`src/rtl/ip_codma_mc.sv`:
```
// rtl/ip_codma_mc.sv - multi-channel descriptor copy DMA sharing one burst bus master
// Round-robin arbitration at burst granularity; one staging buffer serves every channel.
module ip_codma_mc #(
  parameter int NUM_CH    = 2,
  parameter int BURST_MAX = 8
) (
  input  logic                 clk_i,
  input  logic                 reset_i,
  input  logic [NUM_CH-1:0]    start_i,
  input  logic [NUM_CH-1:0]    stop_i,
  input  logic [NUM_CH*32-1:0] task_pointer_i,
  input  logic [NUM_CH*32-1:0] status_pointer_i,
  output logic [NUM_CH-1:0]    busy_o,
  output logic [NUM_CH-1:0]    irq_o,
  output logic                 bus_req_o,
  output logic                 bus_we_o,
  output logic [31:0]          bus_addr_o,
  output logic [4:0]           bus_len_o,
  input  logic                 bus_gnt_i,
  input  logic [31:0]          bus_rdata_i,
  input  logic                 bus_rvalid_i,
  output logic [31:0]          bus_wdata_o,
  input  logic                 bus_wready_i
);

  localparam int              CW       = (NUM_CH > 1) ? $clog2(NUM_CH) : 1;
  localparam int              BW       = $clog2(BURST_MAX);
  localparam logic [4:0]      BMAX_LEN = 5'(BURST_MAX);
  localparam logic [29:0]     BMAX_REM = 30'(BURST_MAX);
  localparam logic [CW:0]     NCH_W    = (CW+1)'(NUM_CH);
  localparam logic [CW-1:0]   LAST_CH  = CW'(NUM_CH - 1);

  typedef enum logic [2:0] {S_IDLE, S_DESC, S_READ, S_WRITE, S_STATUS} state_t;

  state_t state_q, state_d;

  logic [31:0]       task_ptr_q [NUM_CH];
  logic [31:0]       stat_ptr_q [NUM_CH];
  logic [31:0]       src_q      [NUM_CH];
  logic [31:0]       dst_q      [NUM_CH];
  logic [29:0]       rem_q      [NUM_CH];
  logic [NUM_CH-1:0] loaded_q;
  logic [NUM_CH-1:0] stop_q;
  logic [NUM_CH-1:0] busy_q;
  logic [NUM_CH-1:0] irq_q;
  logic [31:0]       buf_q      [BURST_MAX];
  logic [CW-1:0]     cur_q;
  logic [CW-1:0]     rr_q;
  logic [4:0]        beat_q;
  logic [4:0]        n_q;

  logic          found;
  logic [CW-1:0] pick;
  logic [CW:0]   arb_sum;
  logic [CW-1:0] arb_idx;
  logic [4:0]    pick_n;
  logic          pick_copy;
  logic          data_phase;
  logic          rd_beat;
  logic          wr_beat;
  logic          last_beat;
  logic [4:0]    beat_nxt;
  logic [31:0]   status_word;

  assign busy_o = busy_q;
  assign irq_o  = irq_q;

  // First busy channel at or after rr_q, wrapping modulo NUM_CH.
  always_comb begin
    found   = 1'b0;
    pick    = '0;
    arb_sum = '0;
    arb_idx = '0;
    for (int i = 0; i < NUM_CH; i++) begin
      arb_sum = {1'b0, rr_q} + (CW+1)'(i);
      if (arb_sum >= NCH_W) arb_sum = arb_sum - NCH_W;
      arb_idx = arb_sum[CW-1:0];
      if (!found && busy_q[arb_idx]) begin
        found = 1'b1;
        pick  = arb_idx;
      end
    end
  end

  always_comb begin
    pick_n      = (rem_q[pick] >= BMAX_REM) ? BMAX_LEN : rem_q[pick][4:0];
    pick_copy   = loaded_q[pick] && (rem_q[pick] != 30'd0) && !stop_q[pick];
    data_phase  = !bus_req_o;
    rd_beat     = data_phase && bus_rvalid_i;
    wr_beat     = data_phase && bus_wready_i;
    last_beat   = (beat_q == n_q - 5'd1);
    beat_nxt    = beat_q + 5'd1;
    status_word = (rem_q[cur_q] == 30'd0) ? 32'h1 : {rem_q[cur_q], 2'b10};
  end

  always_comb begin
    state_d = state_q;
    case (state_q)
      S_IDLE: begin
        if (found) begin
          if (!loaded_q[pick]) state_d = S_DESC;
          else if (pick_copy)  state_d = S_READ;
          else                 state_d = S_STATUS;
        end
      end
      S_DESC:   if (rd_beat && last_beat) state_d = S_IDLE;
      S_READ:   if (rd_beat && last_beat) state_d = S_WRITE;
      S_WRITE:  if (wr_beat && last_beat) state_d = S_IDLE;
      S_STATUS: if (wr_beat)              state_d = S_IDLE;
      default:  state_d = S_IDLE;
    endcase
  end

  always_ff @(posedge clk_i) begin
    if (reset_i) begin
      state_q     <= S_IDLE;
      cur_q       <= '0;
      rr_q        <= '0;
      beat_q      <= '0;
      n_q         <= '0;
      loaded_q    <= '0;
      stop_q      <= '0;
      busy_q      <= '0;
      irq_q       <= '0;
      bus_req_o   <= 1'b0;
      bus_we_o    <= 1'b0;
      bus_addr_o  <= '0;
      bus_len_o   <= '0;
      bus_wdata_o <= '0;
      for (int c = 0; c < NUM_CH; c++) begin
        task_ptr_q[c] <= '0;
        stat_ptr_q[c] <= '0;
        src_q[c]      <= '0;
        dst_q[c]      <= '0;
        rem_q[c]      <= '0;
      end
      for (int k = 0; k < BURST_MAX; k++) buf_q[k] <= '0;
    end else begin
      state_q <= state_d;
      irq_q   <= '0;

      // A start on an idle channel wins over a same-cycle stop.
      for (int c = 0; c < NUM_CH; c++) begin
        if (start_i[c] && !busy_q[c]) begin
          busy_q[c]     <= 1'b1;
          loaded_q[c]   <= 1'b0;
          stop_q[c]     <= 1'b0;
          rem_q[c]      <= '0;
          task_ptr_q[c] <= task_pointer_i[32*c +: 32];
          stat_ptr_q[c] <= status_pointer_i[32*c +: 32];
        end else if (stop_i[c] && busy_q[c] && !start_i[c]) begin
          stop_q[c] <= 1'b1;
        end
      end

      case (state_q)
        S_IDLE: begin
          if (found) begin
            cur_q     <= pick;
            rr_q      <= (pick == LAST_CH) ? '0 : pick + 1'b1;
            beat_q    <= '0;
            bus_req_o <= 1'b1;
            if (!loaded_q[pick]) begin
              bus_we_o   <= 1'b0;
              bus_addr_o <= task_ptr_q[pick];
              bus_len_o  <= 5'd3;
              n_q        <= 5'd3;
            end else if (pick_copy) begin
              bus_we_o   <= 1'b0;
              bus_addr_o <= src_q[pick];
              bus_len_o  <= pick_n;
              n_q        <= pick_n;
            end else begin
              bus_we_o   <= 1'b1;
              bus_addr_o <= stat_ptr_q[pick];
              bus_len_o  <= 5'd1;
              n_q        <= 5'd1;
            end
          end
        end
        S_DESC: begin
          if (bus_req_o) begin
            if (bus_gnt_i) bus_req_o <= 1'b0;
          end else if (bus_rvalid_i) begin
            beat_q <= beat_nxt;
            case (beat_q[1:0])
              2'd0:    src_q[cur_q] <= bus_rdata_i;
              2'd1:    dst_q[cur_q] <= bus_rdata_i;
              default: begin
                rem_q[cur_q]    <= bus_rdata_i[31:2];
                loaded_q[cur_q] <= 1'b1;
              end
            endcase
          end
        end
        S_READ: begin
          if (bus_req_o) begin
            if (bus_gnt_i) bus_req_o <= 1'b0;
          end else if (bus_rvalid_i) begin
            buf_q[beat_q[BW-1:0]] <= bus_rdata_i;
            beat_q                <= beat_nxt;
            if (last_beat) begin
              beat_q     <= '0;
              bus_req_o  <= 1'b1;
              bus_we_o   <= 1'b1;
              bus_addr_o <= dst_q[cur_q];
            end
          end
        end
        S_WRITE: begin
          if (bus_req_o) begin
            if (bus_gnt_i) begin
              bus_req_o   <= 1'b0;
              bus_wdata_o <= buf_q[0];
            end
          end else if (bus_wready_i) begin
            beat_q <= beat_nxt;
            if (last_beat) begin
              src_q[cur_q] <= src_q[cur_q] + {25'd0, n_q, 2'b00};
              dst_q[cur_q] <= dst_q[cur_q] + {25'd0, n_q, 2'b00};
              rem_q[cur_q] <= rem_q[cur_q] - {25'd0, n_q};
            end else begin
              bus_wdata_o <= buf_q[beat_nxt[BW-1:0]];
            end
          end
        end
        S_STATUS: begin
          if (bus_req_o) begin
            if (bus_gnt_i) begin
              bus_req_o   <= 1'b0;
              bus_wdata_o <= status_word;
            end
          end else if (bus_wready_i) begin
            busy_q[cur_q]   <= 1'b0;
            irq_q[cur_q]    <= 1'b1;
            loaded_q[cur_q] <= 1'b0;
          end
        end
        default: ;
      endcase
    end
  end

endmodule

```
`config.mk`:
```
export PLATFORM = sky130hd
export DESIGN_NAME = ip_codma_mc
export DESIGN_NICKNAME = d
export VERILOG_FILES = /design/src/rtl/ip_codma_mc.sv
export SDC_FILE = /design/constraint.sdc
export NUM_CORES = 1
export LEC_CHECK = 0
export CAP_MARGIN = 10
export CORE_ASPECT_RATIO = 0.8
export CORE_UTILIZATION = 30
export CTS_CLUSTER_DIAMETER = 40
export DETAILED_ROUTE_END_ITERATION = 12
export PLACE_DENSITY_LB_ADDON = 0.08
export SLEW_MARGIN = 5
export SYNTH_ARGS = -nofsm -noshare
export SYNTH_HDL_FRONTEND = slang
export SYNTH_SLANG_ARGS = --single-unit
```
`constraint.sdc`:
```
create_clock -name clk_i -period 5 [get_ports clk_i]
set_clock_uncertainty 0.1 [all_clocks]
set_input_delay 0.75 -clock clk_i [delete_from_list [all_inputs] [get_ports clk_i]]
set_output_delay 0.75 -clock clk_i [all_outputs]
set_load 0.02 [all_outputs]
```
==> load_flow_metrics.sql, run 1 <==
INSERT INTO impl_metrics (metric_group, metric, value, unit) VALUES
('setup_path', 'worst-r2r-setup-slack', '0.87', 'ns'),
('setup_path', 'critPathKind', 'flop to flop', ''),
('clock_network', 'cts_hold_buffers', '0', ''),
('final_layout', 'nNetsFinal', '3195', ''),
('synthesis', 'synth.lib_cells_used.distinct', '76', ''),
('pwr', 'static-leakage-power', '14.63', 'nW'),
('pwr', 'switching_share', '26.26', '%'),
('routing', 'violation_count_after_the_first_detailed_route_iteration', '2087', ''),
('pwr', 'power.share.sequential', '39.1', '%'),
('flow_run', 'max_cap_violations', '0', ''),
('synthesis', 'synthesis.yosys.warnings', '0', ''),
('clock_network', 'numClockSinks', '662', ''),
('global_route', 'grt_pass1_wl', '172.4', 'mm'),
('clock_network', 'cts_tree', 'yes', ''),
('outcome', 'outcome', 'finished clean', ''),
('synthesis', 'synth_seq_cells', '662', ''),
('final_layout', 'fill_cells', '10420', ''),
('routing', 'num_vias', '23720', ''),
('final_layout', 'layout-area-overhead-vs-synth', '25.02', '%'),
('synthesis', 'ys_async_sr_fraction', '0', '%'),
('min_path', 'worstHoldEndpoint', 'bus_addr_o[6]$_SDFFE_PP0P_', ''),
('clock_network', 'root_buffer', 'sky130_fd_sc_hd__clkbuf_16', ''),
('sta', 'post-route-worst-setup-slack', '0.8750', 'ns'),
('floorplan', 'placeableCoreArea', '0.1091', 'mm²'),
('clock_network', 'ctsResizeCount', '0', ''),
('synthesis', 'gate_count_of_the_mapped_netlist', '2763', ''),
('setup_path', 'slowest_delay', '0.67', 'ns'),
('synthesis', 'synth-edff-count', '572', ''),
('setup_path', 'destination_of_the_worst_register_to_register_timing_path', 'dst_q[1][28]$_SDFFCE_PN0P_', ''),
('clock_network', 'cts_clock_pin_slew_for_the_worst_setup_and_hold_paths', '0.05', 'ns'),
('global_route', 'antenna_found_initial', '2', ''),
('final_layout', 'layout.core_utilization', '38.04', '%'),
('setup_path', 'critPathRequiredTime', '5.33', 'ns'),
('final_layout', 'post_route_cells_drive_above_1_share', '14.57', '%'),
('sta', 'max_slew.worst_pin.slew', '1.249', 'ns'),
('synthesis', 'yosys_most_used_dff', 'sky130_fd_sc_hd__edfxtp_1', ''),
('setup_path', 'arrival', '4.45', 'ns'),
('clock_network', 'post-cts-setup-buffers', '0', ''),
('floorplan', 'die_x', '373.8', 'µm'),
('setup_path', 'crit_path_end_kind', 'flop', ''),
('synthesis', 'synthTopCellsByArea', 'sky130_fd_sc_hd__edfxtp_1 (52%), sky130_fd_sc_hd__and2_1 (8.1%), sky130_fd_sc_hd__dfxtp_1 (5.4%)', ''),
('clock_network', 'cts-root-to-sink-buffers', '3', ''),
('sta', 'timing.final.crit_share', '82.50', '%'),
('pwr', 'ir_drop', '278.3', 'µV'),
('clock_network', 'clk_latency', '0.69', 'ns'),
('setup_path', 'worstPathMaxFanout', '33', ''),
('min_path', 'hold-path-cell-count', '1', ''),
('floorplan', 'num_rows', '108', ''),
('setup_path', 'timing.critical_path.from_type', 'flop', ''),
('sta', 'rsz0062_at_grt', 'no', ''),
('place', 'gp_routability_congestion', '0.8469', ''),
('routing', 'total_wire_length', '118.8', 'mm'),
('min_path', 'hold_path_startpoint', 'bus_addr_o[6]$_SDFFE_PP0P_', ''),
('global_route', 'grt_start_max_net_pins', '129', ''),
('pwr', 'p_int', '12.19', 'mW'),
('place', 'buffer_ports.inserted', '243', ''),
('routing', 'drt-wirelength-per-cell', '26.18', 'µm'),
('routing', 'detail-route-antenna-nets', '0', ''),
('place', 'pre_cts_slack', '0.9537', 'ns'),
('sta', 'fmax', '242.4', 'MHz'),
('sta', 'maxSlewViolCount', '0', ''),
('synthesis', 'post_synth_instance_area', '0.03318', 'mm²'),
('pwr', 'switchingPower', '4.341', 'mW'),
('place', 'dpl.hpwl', '82.08', 'mm'),
('global_route', 'first_global_vias', '24040', ''),
('clock_network', 'cts-buffers-inserted', '112', ''),
('global_route', 'globalRouteOverflowTotal', '0', ''),
('setup_path', 'critPathSlowestCell', 'sky130_fd_sc_hd__dfxtp_4', ''),
('pwr', 'part_of_the_power_in_combinational_logic', '12.0', '%'),
('synthesis', 'synth.net_count', '2954', ''),
('setup_path', 'crit_chain', 'mux2_2 -> ha_1 -> inv_1 -> fa_1 -> nand2b_1 -> a21oi_1 -> o211ai_1 -> nor4b_1 -> xor2_1 -> o21ai_0 -> and2_1', '');
## cell families (layout without fill, tap and decap cells)
| group | after synthesis | in the layout | share of synthesized area (%) |
|---|---|---|---|
| and+or+nand+nor | 1086 | 1086 | 17.22 |
| DFF | 662 | 662 | 57.20 |
| AOI/OAI and AO/OA | 408 | 408 | 8.651 |
| muxes | 285 | 285 | 11.24 |
| buffers and inverters | 221 | 561 | 2.711 |
| xor gates and xnor gates | 79 | 79 | 2.085 |
| adders and majority gates | 22 | 22 | 0.8975 |
| other | 0 | 4 | 0 |
## worst max-delay path, delay by kind of cell (launching register included)
family	cells	cell delay, ns
multiplexers	1	0.27
AND/OR/NAND/NOR	3	0.96
AO/OA/AOI/OAI	3	1.04
adder cells (fa/ha/maj)	2	0.58
flip-flops	1	0.67
buffers and inverters	1	0.06
XOR/XNOR	1	0.17
## power groups by stage
| stage | Sequential [mW] | Clock (mW) | Combinational, mW |
|---|---|---|---|
| 3_3_place_gp | 6.57 | 0 | 2.00 |
| 3_5_place_dp | 6.57 | 0 | 2.00 |
| 4_1_cts | 6.47 | 8.21 | 2.01 |
| 6_report | 6.46 | 8.08 | 1.99 |
| 2_1_floorplan | 6.54 | 0 | 1.17 |
| 5_1_grt | 6.50 | 8.44 | 2.14 |
## how the worst max path moves through the flow
stage                                       start                         end  depth (start not counted)  slack (ns)
after floorplan           state_q[2]$_SDFFE_PP0P_   buf_q[6][0]$_SDFFCE_PN0P_                          8        0.65
after global placement                       flop  dst_q[1][24]$_SDFFCE_PN0P_                         11        0.94
after detailed placement                     flop  dst_q[1][26]$_SDFFCE_PN0P_                         11        0.95
after CTS                                    flop  dst_q[1][26]$_SDFFCE_PN0P_                         11        0.95
after global routing                         flop  dst_q[0][26]$_SDFFCE_PN0P_                         11        0.65
final                                        flop  dst_q[1][28]$_SDFFCE_PN0P_                         11        0.87
## cells in the final DEF (no fill, tap or decap), types with 13 or more instances in the layout
cell and count:
sky130_fd_sc_hd__edfxtp_1 572, sky130_fd_sc_hd__and2_1 430, sky130_fd_sc_hd__nor2_1 274, sky130_fd_sc_hd__clkdlybuf4s50_1 242
sky130_fd_sc_hd__mux2i_1 160, sky130_fd_sc_hd__nand2_1 122, sky130_fd_sc_hd__clkbuf_16 113, sky130_fd_sc_hd__a21oi_1 92
sky130_fd_sc_hd__dfxtp_1 88, sky130_fd_sc_hd__nor3_1 85, sky130_fd_sc_hd__buf_4 71, sky130_fd_sc_hd__mux4_2 64
sky130_fd_sc_hd__mux2_2 60, sky130_fd_sc_hd__o21ai_0 51, sky130_fd_sc_hd__xnor2_1 50, sky130_fd_sc_hd__a22o_1 39
sky130_fd_sc_hd__nand3_1 35, sky130_fd_sc_hd__a32o_1 31, sky130_fd_sc_hd__xor2_1 28, sky130_fd_sc_hd__nor4_1 23
sky130_fd_sc_hd__o211ai_1 23, sky130_fd_sc_hd__o221ai_1 22, sky130_fd_sc_hd__inv_1 21, sky130_fd_sc_hd__clkinvlp_4 21
sky130_fd_sc_hd__a211oi_1 20, sky130_fd_sc_hd__nand2b_1 19, sky130_fd_sc_hd__nor2b_1 18, sky130_fd_sc_hd__ha_1 18
sky130_fd_sc_hd__inv_6 18, sky130_fd_sc_hd__bufinv_16 17, sky130_fd_sc_hd__o22ai_1 16, sky130_fd_sc_hd__a31oi_1 16
sky130_fd_sc_hd__nand3b_1 14, sky130_fd_sc_hd__clkinv_2 14, sky130_fd_sc_hd__a221oi_1 13
## per-stage QoR
step                std cells  hold slack (ns)  cell area, µm²  power [mW]
CTS                      4533           0.3514           41470       16.69
floorplan                2763           0.3456           33180       7.711
finish                   4537           0.3680           41480       16.53
global placement         4319           0.3504           37500       8.568
detailed placement       4320           0.3579           37510       8.578
global route             4533           0.3783           41470       17.08
## sequential cells by signal, summed over array words and instances (netlist names), named ones only
signal	count
n_q	5
busy_o	2
bus_req_o	1
buf_q	256
bus_addr_o	32
bus_we_o	1
rr_q	1
bus_wdata_o	32
task_ptr_q	64
stop_q	2
irq_o	2
stat_ptr_q	64
beat_q	5
state_q	3
src_q	64
cur_q	1
dst_q	64
loaded_q	2
rem_q	60
## area by class of cell
| cell class | count | area (µm²) | share of cell area, % |
|---|---|---|---|
| multi-input cells | 1880 | 13500 | 32.53 |
| well taps | 1430 | 1789 | 4.313 |
| repair buffers | 324 | 3152 | 7.598 |
| inverters | 24 | 90.09 | 0.2172 |
| flip-flops and latches | 662 | 18990 | 45.77 |
| clock inverters | 93 | 1095 | 2.639 |
| diodes | 4 | 10.01 | 0.02413 |
| clock buffers | 120 | 2864 | 6.904 |
## layer usage
metal	global-route usage (%)	routed length, µm
met5	0	0
met4	5.771	2840
met3	3.041	6445
met2	32.36	53210
met1	30.84	56300
No activity file was read; power rests on OpenSTA's default activity.
==> run 2: changes to the inputs <==
==> constraint.sdc (replaced) <==
create_clock -name clk_i -period 3.9 [get_ports clk_i]
set_clock_uncertainty 0.1 [all_clocks]
set_input_delay 0.585 -clock clk_i [delete_from_list [all_inputs] [get_ports clk_i]]
set_output_delay 0.585 -clock clk_i [all_outputs]
set_load 0.02 [all_outputs]
==> run 2 against run 1 <==
Flip-flop and latch count is the same. Hold slack lost 0.10 ns. Utilization grew 0.68 points. First-iteration DRC count shrank 0.29%. Register-to-register slack lost 0.66 ns. Sequential share of layout area shrank 0.81 points. Setup slack lost 0.66 ns. Combinational power grew 34%. Non-clock buffer count grew 36. Total power grew 32%.
==> load_flow_metrics.sql, run 2 (synthesis gave the netlist of run 1 again) <==
INSERT INTO impl_metrics (metric_group, metric, value, unit) VALUES
('outcome', 'outcome', 'finished clean', ''),
('setup_path', 'arrival', '4.04', 'ns'),
('setup_path', 'crit_chain', 'mux2_2 -> ha_1 -> inv_1 -> fa_1 -> nand2b_1 -> a21oi_1 -> o211ai_1 -> nor4_1 -> xor2_1 -> o21ai_1 -> and2_1', ''),
('setup_path', 'destination_of_the_worst_register_to_register_timing_path', 'dst_q[1][30]$_SDFFCE_PN0P_', ''),
('sta', 'worst_hold_slack', '0.2679', 'ns'),
('global_route', 'first_global_vias', '24280', ''),
('final_layout', 'mostFrequentLayoutCell', 'sky130_fd_sc_hd__edfxtp_1', ''),
('clock_network', 'post-cts-setup-buffers', '0', ''),
('sta', 'max_slew.worst_pin.slew', '1.115', 'ns'),
('clock_network', 'root_buffer', 'sky130_fd_sc_hd__clkbuf_16', ''),
('final_layout', 'nNetsFinal', '3240', ''),
('global_route', 'grt_pass1_wl', '170.4', 'mm'),
('routing', 'detail_route.vias_per_cell', '5.225', ''),
('pwr', 'ir_drop', '339.9', 'µV'),
('floorplan', 'floorplan.initialDensity', '30.43', '%'),
('place', 'dpl.hpwl', '80.93', 'mm'),
('global_route', 'grt_start_max_net_pins', '82', ''),
('setup_path', 'critPathSlowestCell', 'sky130_fd_sc_hd__nor4_1', ''),
('setup_path', 'slowest_delay', '0.56', 'ns'),
('setup_path', 'worstPathMaxFanout', '14', ''),
('clock_network', 'cts-root-to-sink-buffers', '3', ''),
('setup_path', 'critPathKind', 'flop to flop', ''),
('floorplan', 'num_rows', '108', ''),
('global_route', 'globalRouteOverflowTotal', '0', ''),
('routing', 'total_wire_length', '118.7', 'mm'),
('floorplan', 'die-height', '299.5', 'µm'),
('place', 'cell_area_placed', '0.03794', 'mm²'),
('final_layout', 'post_route_cells_drive_above_1_share', '16.04', '%'),
('sta', 'rsz0062_at_grt', 'no', ''),
('clock_network', 'cts_htree_levels', '3', ''),
('sta', 'setup_violations', '0', ''),
('clock_network', 'clk_latency', '0.70', 'ns'),
('min_path', 'timing.hold.worst.class', 'input pin to flop', ''),
('routing', 'drt-wirelength-per-cell', '25.88', 'µm'),
('final_layout', 'layout_common_cells', 'sky130_fd_sc_hd__edfxtp_1 (572), sky130_fd_sc_hd__and2_1 (430), sky130_fd_sc_hd__nor2_1 (274)', ''),
('clock_network', 'ctsResizeCount', '0', ''),
('pwr', 'static-leakage-power', '15.05', 'nW'),
('pwr', 'cellPowerDensity', '517.3', 'mW/mm²'),
('clock_network', 'cts_tree', 'yes', ''),
('min_path', 'worstHoldEndpoint', 'stop_q[1]$_SDFFE_PP0P_', ''),
('routing', 'drt_first_pass_iters', '9', ''),
('routing', 'drt_drc_violations_left', '0', ''),
('place', 'gp_routability_congestion', '0.8560', ''),
('clock_network', 'cts-buffers-inserted', '121', ''),
('clock_network', 'cts_hold_buffers', '0', ''),
('final_layout', 'largest_register_ffs', '256', ''),
('place', 'buffer_ports.inserted', '243', ''),
('setup_path', 'critPathRequiredTime', '4.26', 'ns'),
('floorplan', 'placeableCoreArea', '0.1091', 'mm²'),
('final_layout', 'final_area', '0.04223', 'mm²'),
('sta', 'timing.final.crit_share', '94.50', '%'),
('clock_network', 'cts_clock_pin_slew_for_the_worst_setup_and_hold_paths', '0.05', 'ns'),
('min_path', 'hold-path-cell-count', '2', ''),
('min_path', 'hold_path_startpoint', 'reset_i', ''),
('routing', 'violation_count_after_the_first_detailed_route_iteration', '2081', ''),
('sta', 'maxSlewHeadroom', '25.65', '%'),
('routing', 'detail-route-antenna-nets', '0', ''),
('clock_network', 'numClockSinks', '662', ''),
('sta', 'maxSlewViolCount', '0', ''),
('global_route', 'antenna_found_initial', '7', ''),
('routing', 'num_vias', '23960', ''),
('sta', 'fmax', '271.3', 'MHz'),
('final_layout', 'layout-area-overhead-vs-synth', '27.27', '%'),
('setup_path', 'worst-r2r-setup-slack', '0.21', 'ns'),
('global_route', 'gr-usage-all-layers', '20.90', '%'),
('setup_path', 'crit_path_end_kind', 'flop', ''),
('final_layout', 'largest_register', 'buf_q', ''),
('floorplan', 'die-area', '0.1119', 'mm²'),
('sta', 'hold_viol', '0', ''),
('sta', 'finalWorstPathRequiredPeriod', '3.686', 'ns'),
('setup_path', 'timing.critical_path.from_type', 'flop', ''),
('flow_run', 'max_cap_violations', '0', ''),
('floorplan', 'pin_count', '244', ''),
('floorplan', 'die_x', '373.8', 'µm'),
('setup_path', 'timing.reg2reg.worst_path_depth', '11', '');
## run 2: cell count changes in the layout (fill, tap and decap cells not counted), sizes merged
cell      delta
inv          -9
clkbuf      +24
buf         +36
diode        -3
clkinv       +8
bufinv       -2
clkinvlp     -6
## run 2: stage by stage
step	instances	setup TNS [ns]	setup WS, ns	total power [mW]	util, %
floorplan	2763	-86.68	-0.4540	9.889	-
global placement	4356	0	0.2282	11.06	34.79
detailed placement	4356	0	0.1661	11.08	34.79
CTS	4584	0	0.1791	22.07	38.71
global route	4584	0	0.005151	22.56	38.72
finish	4585	0	0.2143	21.84	38.72
## run 2: final cells by class
class                   count  area, µm²
flip-flops and latches    662      18990
clock buffers             144       3299
multi-input cells        1880      13480
repair buffers            360       3606
clock inverters            84      975.9
diodes                      1      2.502
fillers                 10460      66820
inverters                  24      90.09
well taps                1430       1789
## run 2: worst max-delay path by stage
stage	from	to	cells past startpoint
finish	flop	dst_q[1][30]$_SDFFCE_PN0P_	11
global route	flop	dst_q[1][26]$_SDFFCE_PN0P_	11
CTS	flop	rem_q[0][28]$_SDFFCE_PN0P_	8
detailed placement	flop	rem_q[0][28]$_SDFFCE_PN0P_	8
global placement	flop	rem_q[0][12]$_SDFFCE_PN0P_	9
floorplan	state_q[2]$_SDFFE_PP0P_	buf_q[6][0]$_SDFFCE_PN0P_	8
## run 2: report_power, final
group          internal [mW]  switching [mW]  leakage [nW]  total, mW
registers               8.07           0.193          6.73       8.27
logic                   1.08            1.58          6.26       2.66
clock network           7.06            3.86          2.06       10.9
total                   16.2            5.63          15.1       21.8
## run 2: worst max-delay path, delay by kind of cell, from the launching register on
kind	cells	cell delay, ns
xor+xnor	1	0.23
simple gates	3	0.94
compound gates	3	0.80
buf+inv	1	0.07
fa+ha+maj	2	0.60
flops	1	0.50
mux	1	0.22
## run 2: layer usage
metal / up-vias / share of wire, % / GRT usage [%] / wire length (µm)
met4: 6 / 2.5 / 5.918 / 2930
met1: 12130 / 47 / 29.65 / 55310
met5: - / 0.029 / 0 / 34
li1: 10850 / - / - / -
met2: 788 / 45 / 32.37 / 53090
met3: 178 / 6.2 / 4.039 / 7299
